--- src/rtl/read_buffer_pkg.sv ---
// Shared constants and types for the read_buffer block.
//   PIXELS_PER_BLOCK : words fetched per burst and depth of each ping-pong buffer
//   PIXEL_W / WORD_W : stored pixel width ({R,G,B}) and Avalon data width
//   CNT_W            : width of the per-block index counters
//   fetch_state_e    : fetch FSM state encoding (also exported for debug)
package read_buffer_pkg;
  localparam int PIXELS_PER_BLOCK = 6;
  localparam int PIXEL_W          = 24;
  localparam int WORD_W           = 32;
  localparam int CNT_W            = $clog2(PIXELS_PER_BLOCK);

  typedef enum logic [1:0] {
    IDLE    = 2'd0,
    ISSUE   = 2'd1,
    COLLECT = 2'd2,
    DONE    = 2'd3
  } fetch_state_e;
endpackage

--- src/rtl/flex_counter.sv ---
// Generic wrapping up-counter.
//   clear         : synchronous clear to 0 (wins over count_enable)
//   count_enable  : advance by one this cycle
//   rollover_val  : number of distinct counts; count_out runs 0..rollover_val-1
//   count_out     : current index
//   rollover_flag : high in the cycle whose enabled count wraps back to 0
module flex_counter #(
  parameter int NUM_CNT_BITS = 4
) (
  input  logic                    clk,
  input  logic                    n_rst,
  input  logic                    clear,
  input  logic                    count_enable,
  input  logic [NUM_CNT_BITS-1:0] rollover_val,
  output logic [NUM_CNT_BITS-1:0] count_out,
  output logic                    rollover_flag
);
  logic [NUM_CNT_BITS-1:0] count_q, count_d;
  logic                    at_top;

  assign at_top        = (count_q == rollover_val - NUM_CNT_BITS'(1));
  assign rollover_flag = count_enable & at_top & ~clear;
  assign count_out     = count_q;

  always_comb begin
    count_d = count_q;
    if (clear) begin
      count_d = '0;
    end else if (count_enable) begin
      count_d = at_top ? '0 : count_q + NUM_CNT_BITS'(1);
    end
  end

  always_ff @(posedge clk or negedge n_rst) begin
    if (!n_rst) begin
      count_q <= '0;
    end else begin
      count_q <= count_d;
    end
  end
endmodule

--- src/rtl/read_buffer.sv ---
// Avalon-MM read master feeding a ping-pong pixel buffer.
// Fetches num_blocks bursts of PIXELS_PER_BLOCK words starting at
// start_address, keeps readdata[23:0] of each word, and streams the pixels
// out in address order.
//   clk, n_rst             : clock, asynchronous active-low reset
//   start/start_address/num_blocks : transfer request, sampled when idle
//   master_*               : Avalon-MM read master (pipelined reads)
//   pixel_data/valid/ready : pixel stream to the processing pipeline
//   busy, done_read        : transfer in progress / one-cycle completion pulse
//   fetch_state            : current fetch FSM state, for debug
//
// Handshakes: a read is accepted on a cycle where master_read=1 and
// master_waitrequest=0; until then address and read are held unchanged.
// A pixel moves on a cycle where pixel_valid=1 and pixel_ready=1;
// pixel_valid never drops and pixel_data never changes before that cycle.
module read_buffer
  import read_buffer_pkg::*;
#(
  parameter int ADDR_STRIDE = 4
) (
  input  logic               clk,
  input  logic               n_rst,
  input  logic               start,
  input  logic [31:0]        start_address,
  input  logic [15:0]        num_blocks,
  output logic [31:0]        master_address,
  output logic               master_read,
  input  logic               master_waitrequest,
  input  logic [WORD_W-1:0]  master_readdata,
  input  logic               master_readdatavalid,
  output logic [PIXEL_W-1:0] pixel_data,
  output logic               pixel_valid,
  input  logic               pixel_ready,
  output logic               busy,
  output logic               done_read,
  output fetch_state_e       fetch_state
);
  localparam logic [CNT_W-1:0] BLOCK_LEN = CNT_W'(PIXELS_PER_BLOCK);

  fetch_state_e     state_q;
  logic [31:0]      addr_q;
  logic             mread_q;
  logic [15:0]      blocks_left_q;
  logic             busy_q;
  logic             done_q;
  logic [1:0]       full_q, full_d;
  logic             fill_sel_q;
  logic             drain_sel_q;
  logic [CNT_W-1:0] outstanding_q;

  logic [PIXEL_W-1:0] buf_q [2][PIXELS_PER_BLOCK];

  logic             start_go, accept, resp_ok, xfer;
  logic             issue_wrap, resp_wrap, drain_wrap;
  logic [CNT_W-1:0] resp_idx, drain_idx, unused_issue_cnt;
  logic             set_full, final_xfer;
  logic             unused_readdata_hi;

  assign unused_readdata_hi = ^master_readdata[WORD_W-1:PIXEL_W];

  assign start_go = (state_q == IDLE) & start;
  assign accept   = mread_q & ~master_waitrequest;
  // Only responses to reads this transfer actually issued are accepted;
  // stray or pre-reset responses find outstanding_q at 0 and are dropped.
  assign resp_ok  = master_readdatavalid & (outstanding_q != '0);
  assign xfer     = pixel_valid & pixel_ready;

  flex_counter #(.NUM_CNT_BITS(CNT_W)) u_issue_cnt (
    .clk(clk), .n_rst(n_rst), .clear(start_go), .count_enable(accept),
    .rollover_val(BLOCK_LEN), .count_out(unused_issue_cnt), .rollover_flag(issue_wrap)
  );

  flex_counter #(.NUM_CNT_BITS(CNT_W)) u_resp_cnt (
    .clk(clk), .n_rst(n_rst), .clear(start_go), .count_enable(resp_ok),
    .rollover_val(BLOCK_LEN), .count_out(resp_idx), .rollover_flag(resp_wrap)
  );

  flex_counter #(.NUM_CNT_BITS(CNT_W)) u_drain_cnt (
    .clk(clk), .n_rst(n_rst), .clear(start_go), .count_enable(xfer),
    .rollover_val(BLOCK_LEN), .count_out(drain_idx), .rollover_flag(drain_wrap)
  );

  // The last response of a block always lands in COLLECT: it trails the
  // last accept, which is what moves the FSM out of ISSUE.
  assign set_full = (state_q == COLLECT) & resp_wrap;

  // Last pixel of the whole transfer: everything fetched, this buffer
  // empties now and the other one holds nothing.
  assign final_xfer = (state_q == COLLECT) & (blocks_left_q == '0) &
                      drain_wrap & ~full_q[~drain_sel_q];

  // Fill and drain always target different buffers when both events
  // coincide, so both updates apply.
  always_comb begin
    full_d = full_q;
    if (set_full)   full_d[fill_sel_q]  = 1'b1;
    if (drain_wrap) full_d[drain_sel_q] = 1'b0;
  end

  always_ff @(posedge clk or negedge n_rst) begin
    if (!n_rst) begin
      state_q       <= IDLE;
      addr_q        <= '0;
      mread_q       <= 1'b0;
      blocks_left_q <= '0;
      busy_q        <= 1'b0;
      done_q        <= 1'b0;
      full_q        <= '0;
      fill_sel_q    <= 1'b0;
      drain_sel_q   <= 1'b0;
      outstanding_q <= '0;
    end else begin
      done_q <= 1'b0;
      full_q <= full_d;
      if (drain_wrap) drain_sel_q <= ~drain_sel_q;

      case ({accept, resp_ok})
        2'b10:   outstanding_q <= outstanding_q + CNT_W'(1);
        2'b01:   outstanding_q <= outstanding_q - CNT_W'(1);
        default: ;
      endcase

      unique case (state_q)
        IDLE: begin
          if (start) begin
            if (num_blocks != '0) begin
              state_q       <= ISSUE;
              addr_q        <= start_address;
              blocks_left_q <= num_blocks;
              busy_q        <= 1'b1;
              mread_q       <= 1'b1;  // both buffers are empty when idle
              fill_sel_q    <= 1'b0;
              drain_sel_q   <= 1'b0;
            end else begin
              state_q <= DONE;
            end
          end
        end
        ISSUE: begin
          if (accept) begin
            addr_q <= addr_q + 32'(ADDR_STRIDE);
            if (issue_wrap) begin
              state_q <= COLLECT;
              mread_q <= 1'b0;
            end
          end else if (!mread_q) begin
            // Stalled on a full target buffer; resume once it drains.
            mread_q <= ~full_d[fill_sel_q];
          end
        end
        COLLECT: begin
          if (set_full) begin
            fill_sel_q    <= ~fill_sel_q;
            blocks_left_q <= blocks_left_q - 16'd1;
            if (blocks_left_q != 16'd1) begin
              state_q <= ISSUE;
              mread_q <= ~full_d[~fill_sel_q];
            end
          end else if (final_xfer) begin
            state_q <= DONE;
            done_q  <= 1'b1;
            busy_q  <= 1'b0;
          end
        end
        DONE: begin
          // Arriving with done_q already set means the pulse is in flight;
          // the empty-transfer path arrives with it clear and raises it here.
          state_q <= IDLE;
          done_q  <= ~done_q;
        end
        default: state_q <= IDLE;
      endcase
    end
  end

  always_ff @(posedge clk or negedge n_rst) begin
    if (!n_rst) begin
      for (int b = 0; b < 2; b++) begin
        for (int i = 0; i < PIXELS_PER_BLOCK; i++) begin
          buf_q[b][i] <= '0;
        end
      end
    end else if (resp_ok) begin
      buf_q[fill_sel_q][resp_idx] <= master_readdata[PIXEL_W-1:0];
    end
  end

  assign master_address = addr_q;
  assign master_read    = mread_q;
  assign pixel_valid    = full_q[drain_sel_q];
  assign pixel_data     = buf_q[drain_sel_q][drain_idx];
  assign busy           = busy_q;
  assign done_read      = done_q;
  assign fetch_state    = state_q;
endmodule

--- config.mk ---
export PLATFORM = sky130hd
export DESIGN_NAME = read_buffer
export DESIGN_NICKNAME = d
export VERILOG_FILES = /design/src/rtl/read_buffer_pkg.sv /design/src/rtl/flex_counter.sv /design/src/rtl/read_buffer.sv
export SDC_FILE = /design/constraint.sdc
export NUM_CORES = 1
export LEC_CHECK = 0
export BUFFER_PORTS_ARGS = -buffer_cell sky130_fd_sc_hd__buf_2
export CAP_MARGIN = 0
export CORE_MARGIN = 1
export CORE_UTILIZATION = 30
export CTS_CLUSTER_SIZE = 25
export DETAILED_ROUTE_END_ITERATION = 7
export SYNTH_ARGS = -nofsm -noshare
export SYNTH_HDL_FRONTEND = slang
export SYNTH_SLANG_ARGS = --single-unit
export TNS_END_PERCENT = 1
--- constraint.sdc ---
create_clock -name clk -period 5.1 [get_ports clk]
set_clock_uncertainty 0.1 [all_clocks]
set_input_delay 0 -clock clk [delete_from_list [all_inputs] [get_ports clk]]
set_output_delay 0 -clock clk [all_outputs]
set_load 0.02 [all_outputs]
Yosys cells after proc, flatten, opt, wreduce, memory -nomap -nowiden
Index checks and enable logic that the tools add are counted.
{ "totals": {"reg_bits": 357, "inputBits": 86, "out_inout_bits": 62} }
{ "op_classes": {"addsub": 7, "n_lt_le_gt_ge": 12, "eq_ne": 20, "mux": 73, "bitwise": 29, "reduce_logical": 20} }
{ "op_table": {"columns": ["cell", "n"], "rows": [
  ["$mux 144", 4],
  ["$bwmux 288", 1],
  ["$demux 144 s1", 1],
  ["$mux 32", 3],
  ["$bmux 24 s3", 1],
  ["$demux 24 s3", 1],
  ["$mux 24", 3],
  ["$pmux 32 s2", 1],
  ["$mux 16", 3],
  ["$add 32x3->32 const B", 1],
  ["$pmux 16 s2", 1],
  ["$mux 1", 28],
  ["$mux 3", 9],
  ["$mux 2", 9],
  ["$logic_not 16->1", 1],
  ["$ne 16x1->1 const B", 1],
  ["$reduce_bool 16->1", 1],
  ["$sub 16x1->16 const B", 1],
  ["$and 1x1->1", 14],
  ["$add 3x1->3 const B", 4],
  ["$ne 2x2->1 const B", 6],
  ["$reduce_bool 2->1", 6],
  ["$reduce_and 5->1", 2],
  ["$eq 3x3->1 const B", 3],
  ["other kinds (28)", 56]
]} }

Longest topological paths before layout
{ "logic_depth": {"word_depth": 14, "mapped_depth": 10} }

Modules after synthesis
A second synthesis with hierarchy kept.
{ "unflattened": {"hier_cells": 1355, "hier_area_um2": 17664.4} }
{ "by_module_without_submodules": {"columns": ["module", "n_inst", "cells_each", "area_each_um2", "seq_area_each_um2"], "rows": [
  ["read_buffer", 1, 1280, 16887.4, 8708.4],
  ["flex_counter", 3, 25, 259.0, 75.1]
]} }

Worst setup path before layout
OpenSTA, ideal clock, no wires.
{ "synth_path": {"path_kind": "reg-to-reg", "startpoint": "register state_q[0] (netlist: fetch_state[0])", "endpoint": "register blocks_left_q[0]", "arrival_time_ns": 2.148, "required_time_ns": 4.913, "slack_ns": 2.765, "stages_incl_launch_ff": 10, "path_buffers": 1, "synth_period_minus_slack_ns": 2.335, "path_cell_list": "dfrtp_1 inv_1 ha_1 and2_1 nor3_1 nor2_1 nor2_1 buf_2 nand3_1 o211ai_1"} }
{ "synth_between": {"elab_chain_len": 7} }
{ "synth_rtl": {"columns": ["item", "line", "source"], "rows": [
  ["start, declared", "read_buffer.sv:40", "fetch_state_e state_q;"],
  ["start signal, assigned", "read_buffer.sv:102", "state_q <= IDLE;"],
  ["start signal, assigned", "read_buffer.sv:127", "state_q <= ISSUE;"],
  ["start signal, assigned", "read_buffer.sv:135", "state_q <= DONE;"],
  ["$logic_not 2->1", "read_buffer.sv:61, read_buffer.sv:123", null],
  ["$and 1x1->1", "read_buffer.sv:61", "assign start_go = (state_q == IDLE) & start;"],
  ["$not 1->1", "flex_counter.sv:22", "assign rollover_flag = count_enable & at_top & ~clear;"],
  ["$and 1x1->1", "flex_counter.sv:22", null],
  ["$and 1x1->1", "read_buffer.sv:85", "assign set_full = (state_q == COLLECT) & resp_wrap;"],
  ["$ne 2x2->1 (no source line)", null, null],
  ["$reduce_and 4->1 (no source line)", null, null],
  ["end signal, assigned", "read_buffer.sv:129", "blocks_left_q <= num_blocks;"],
  ["end signal, assigned", "read_buffer.sv:154", "blocks_left_q <= blocks_left_q - 16'd1;"],
  ["end, declared", "read_buffer.sv:43", "logic [15:0] blocks_left_q;"]
]} }
Parallel ways exist; a longest one is shown, timed or not.
A chain may end at the register's enable or synchronous reset.

Worst setup path after layout
{ "layout_path": {"startpoint": "register state_q[0] (netlist: fetch_state[0])", "endpoint": "register addr_q[27] (netlist: master_address[27])"} }
{ "layout_between": {"elab_chain_len": 3} }
{ "layout_rtl": {"columns": ["item", "line", "source"], "rows": [
  ["$eq 2x1->1 / $logic_not 2->1 (equally long branches)", "read_buffer.sv:123", "unique case (state_q)"],
  ["$ne 2x2->1 (no source line), or another cell as far along", null, null],
  ["$reduce_and 4->1 (no source line)", null, null],
  ["end signal, assigned", "read_buffer.sv:128", "addr_q <= start_address;"],
  ["end signal, assigned", "read_buffer.sv:141", "addr_q <= addr_q + 32'(ADDR_STRIDE);"],
  ["end, declared", "read_buffer.sv:41", "logic [31:0] addr_q;"]
]} }
Parallel ways exist; a longest one is shown, timed or not.

==> results.cfg <==
[synthesis]
ys_warn_count = 0
syn_inst = 1314
netlist_area_mm2 = 0.0173
synth_area_leaders = dfrtp_1 (52%), mux2_2 (19%), mux4_2 (9.4%)
synth_ff_type = dfrtp_1
seq_area_frac_synth = 0.515
synth_top_area_frac = 0.515
syn-num-nets = 1411
synth_area_per_cell_um2 = 13.2
ys_async_sr_fraction = 1.00
yosys.area.top_type = dfrtp_1
synth-seq-cells = 357
synth-edff-count = 0
ys_types = 62

[die]
fp.dieH_um = 242
die_w_um = 242
core_mm2 = 0.0567
dieArea_mm2 = 0.0588
ios = 148
num_rows = 87
start_util = 0.306

[worst_setup_path]
worstPathRequired_ns = 5.44
arrival_ns = 3.94
worstReg2RegStart = fetch_state[0]
r2r_setup_slack_ns = 1.50
reg2regPathDepth = 8
rr_endpoint = master_address[27]
path_class = reg2reg
cp-end-kind = flip-flop
critPathLaunch = fetch_state[0]
critPathMaxFanout = 29
critPathCapture = master_address[27]
cp-start-kind = flip-flop

[cells_and_area]
layout_common_cells = dfrtp_1 (354), mux2_2 (290), buf_2 (138)
drive_gt1_frac = 0.404
multi_input_area_mm2 = 0.00780
area_growth_pct = 21.0
seq_area_mm2 = 0.00894
fin_nets = 1597
design_area_mm2 = 0.0210
num-fill-cells = 5437
final_common_cell = dfrtp_1

[route]
drc = 0
num_vias = 11623
wl_per_cell_um = 18.9
drt_pass1_iterations = 5
antenna_left = 0
routed_via_density = 5.09
wirelength_um = 43200
drt-initial-drc-count = 562

[sta]
fin_ws_ns = 1.50
tns_ns = 0
finalCritPeriodShare = 0.706
worstMarginPinSlew_ns = 1.22
setup_viol = 0
rsz0062_at_grt = false
fmax_mhz = 278
slew_violations = 0
relSlewSlack = 0.184
hold_violations = 0
timing.final.crit_period_ns = 3.60

[job]
maxCapViolations = 0

[pwr]
powerDensity_mw_per_mm2 = 292
power.leakage_nw = 9.83
switchingPower_w = 0.00136
p_int_w = 0.00476
power.total_w = 0.00612
peakVddDrop_uv = 255
comb_power_share = 0.038
clockPowerShare = 0.494
seq_power_share = 0.468
p_sw_frac = 0.222

[min_path]
hp-class = in2reg
holdPathStages = 3

[cts]
cts_setup_buffers = 0
clk_path_buf_depth = 3
clk_latency_ns = 0.56
clk_root_buffer_cell = clkbuf_16
clk_pin_slew_worst_paths_ns = 0.06
cts_made_buffers = 41
clock_sinks = 357
cts_tree = done
cts_max_level = 2

[global_routing]
grt_max_degree = 171
grt_usage = 0.148
grt_pass1_wl_um = 68900
antenna_found_initial = 2
overflow = 0
grt_pass1_vias = 11955

[place]
io_buffers = 139
place_area_mm2 = 0.0188
dp_hpwl_um = 25700
dp_slack_ns = 1.81
place_congestion = 0.802

[run_status]
outcome = finished, final reports clean
-- worst min path at each step --
| stage | from | slack, ns | to |
|---|---|---|---|
| after CTS | start_address[1] | 0.06 | master_address[1] |
| after floorplan | n_rst | -0.40 | blocks_left_q[0] |
| after global placement | n_rst | -0.04 | blocks_left_q[14] |
| after global routing | start_address[0] | 0.09 | master_address[0] |
| final | start_address[0] | 0.12 | master_address[0] |
| after detailed placement | n_rst | -0.009 | blocks_left_q[3] |
-- worst max-delay path, stage by stage, from the launching register on --
cell and delay, ns:
dfrtp_1 0.43, inv_1 0.13, ha_1 0.30, nand2_1 0.16, a41oi_1 0.53, nand2_1 0.80
nor2_1 0.38, a311oi_1 0.07, dlygate4sd3_1 0.57
-- kinds of logic after synthesis --
kind of cell	after synthesis	share of synthesized area
AND/OR/NAND/NOR	205	0.0652
flip-flops	357	0.515
AO/OA/AOI/OAI	192	0.0693
XOR/XNOR	7	0.00354
adder cells (fa/ha/maj)	11	0.00837
buffers and inverters	147	0.0374
multiplexers	395	0.301
-- registers in the layout, summed over array words and instances, names as in the netlist, 3 cells and up --
signal and cells:
buf_q 288, master_address 32, blocks_left_q 16, outstanding_q 3, u_drain_cnt.count_out 3, u_issue_cnt.count_out 3, u_resp_cnt.count_out 3
-- per-stage QoR --
stage,util,instances,hold slack [ns]
final,0.370,2285,0.117
after global routing,0.370,2284,0.0950
after CTS,0.370,2283,0.0620
after detailed placement,0.331,2130,-0.00890
after global placement,0.331,2130,-0.0420
after floorplan,-,1314,-0.396
-- synthesized netlist by cell type (6+ instances only) --
| library cell | instances |
|---|---|
| a31oi_1 | 14 |
| o21ai_0 | 29 |
| mux2_2 | 290 |
| buf_2 | 40 |
| mux4_2 | 72 |
| nor4_1 | 9 |
| o22ai_1 | 51 |
| and3_1 | 16 |
| nor2_1 | 49 |
| a31o_2 | 7 |
| a21oi_1 | 56 |
| nand2_1 | 38 |
| and2_1 | 7 |
| o22a_1 | 6 |
| clkbuf_1 | 50 |
| nand4_1 | 11 |
| buf_4 | 6 |
| inv_1 | 44 |
| mux2i_1 | 32 |
| dfrtp_1 | 357 |
| nor3_1 | 11 |
| nand3_1 | 27 |
| ha_1 | 10 |
-- metal layers --
metal	up-vias	routed length (um)	GRT usage
met5	-	7	0
li1	5261	-	-
met2	258	20300	0.239
met3	69	1790	0.0230
met1	6033	20000	0.203
met4	2	1010	0.0497
-- power by group through the flow --
stage               logic (W)  registers [W]  clock network, W
global placement     0.000184        0.00291                 0
global route         0.000263        0.00287           0.00323
CTS                  0.000240        0.00286           0.00313
detailed placement   0.000189        0.00291                 0
floorplan           0.0000480        0.00293                 0
finish               0.000234        0.00286           0.00303
-- final cells by class --
class / instances / area share
Inverter: 45 / 0.00817
Multi-Input combinational cell: 810 / 0.372
Antenna cell: 2 / 0.000239
Tap cell: 756 / 0.0451
Sequential cell: 357 / 0.426
Clock inverter: 15 / 0.00972
Timing Repair Buffer: 245 / 0.0827
Clock buffer: 55 / 0.0562
-- repair_timing --
action / CTS / global route
gates resized for setup: 0 / 0
endpoints found under the hold margin: 455 / 0
hold buffers: 83 / 0
Note: power is estimated with default switching activity, not from simulation.
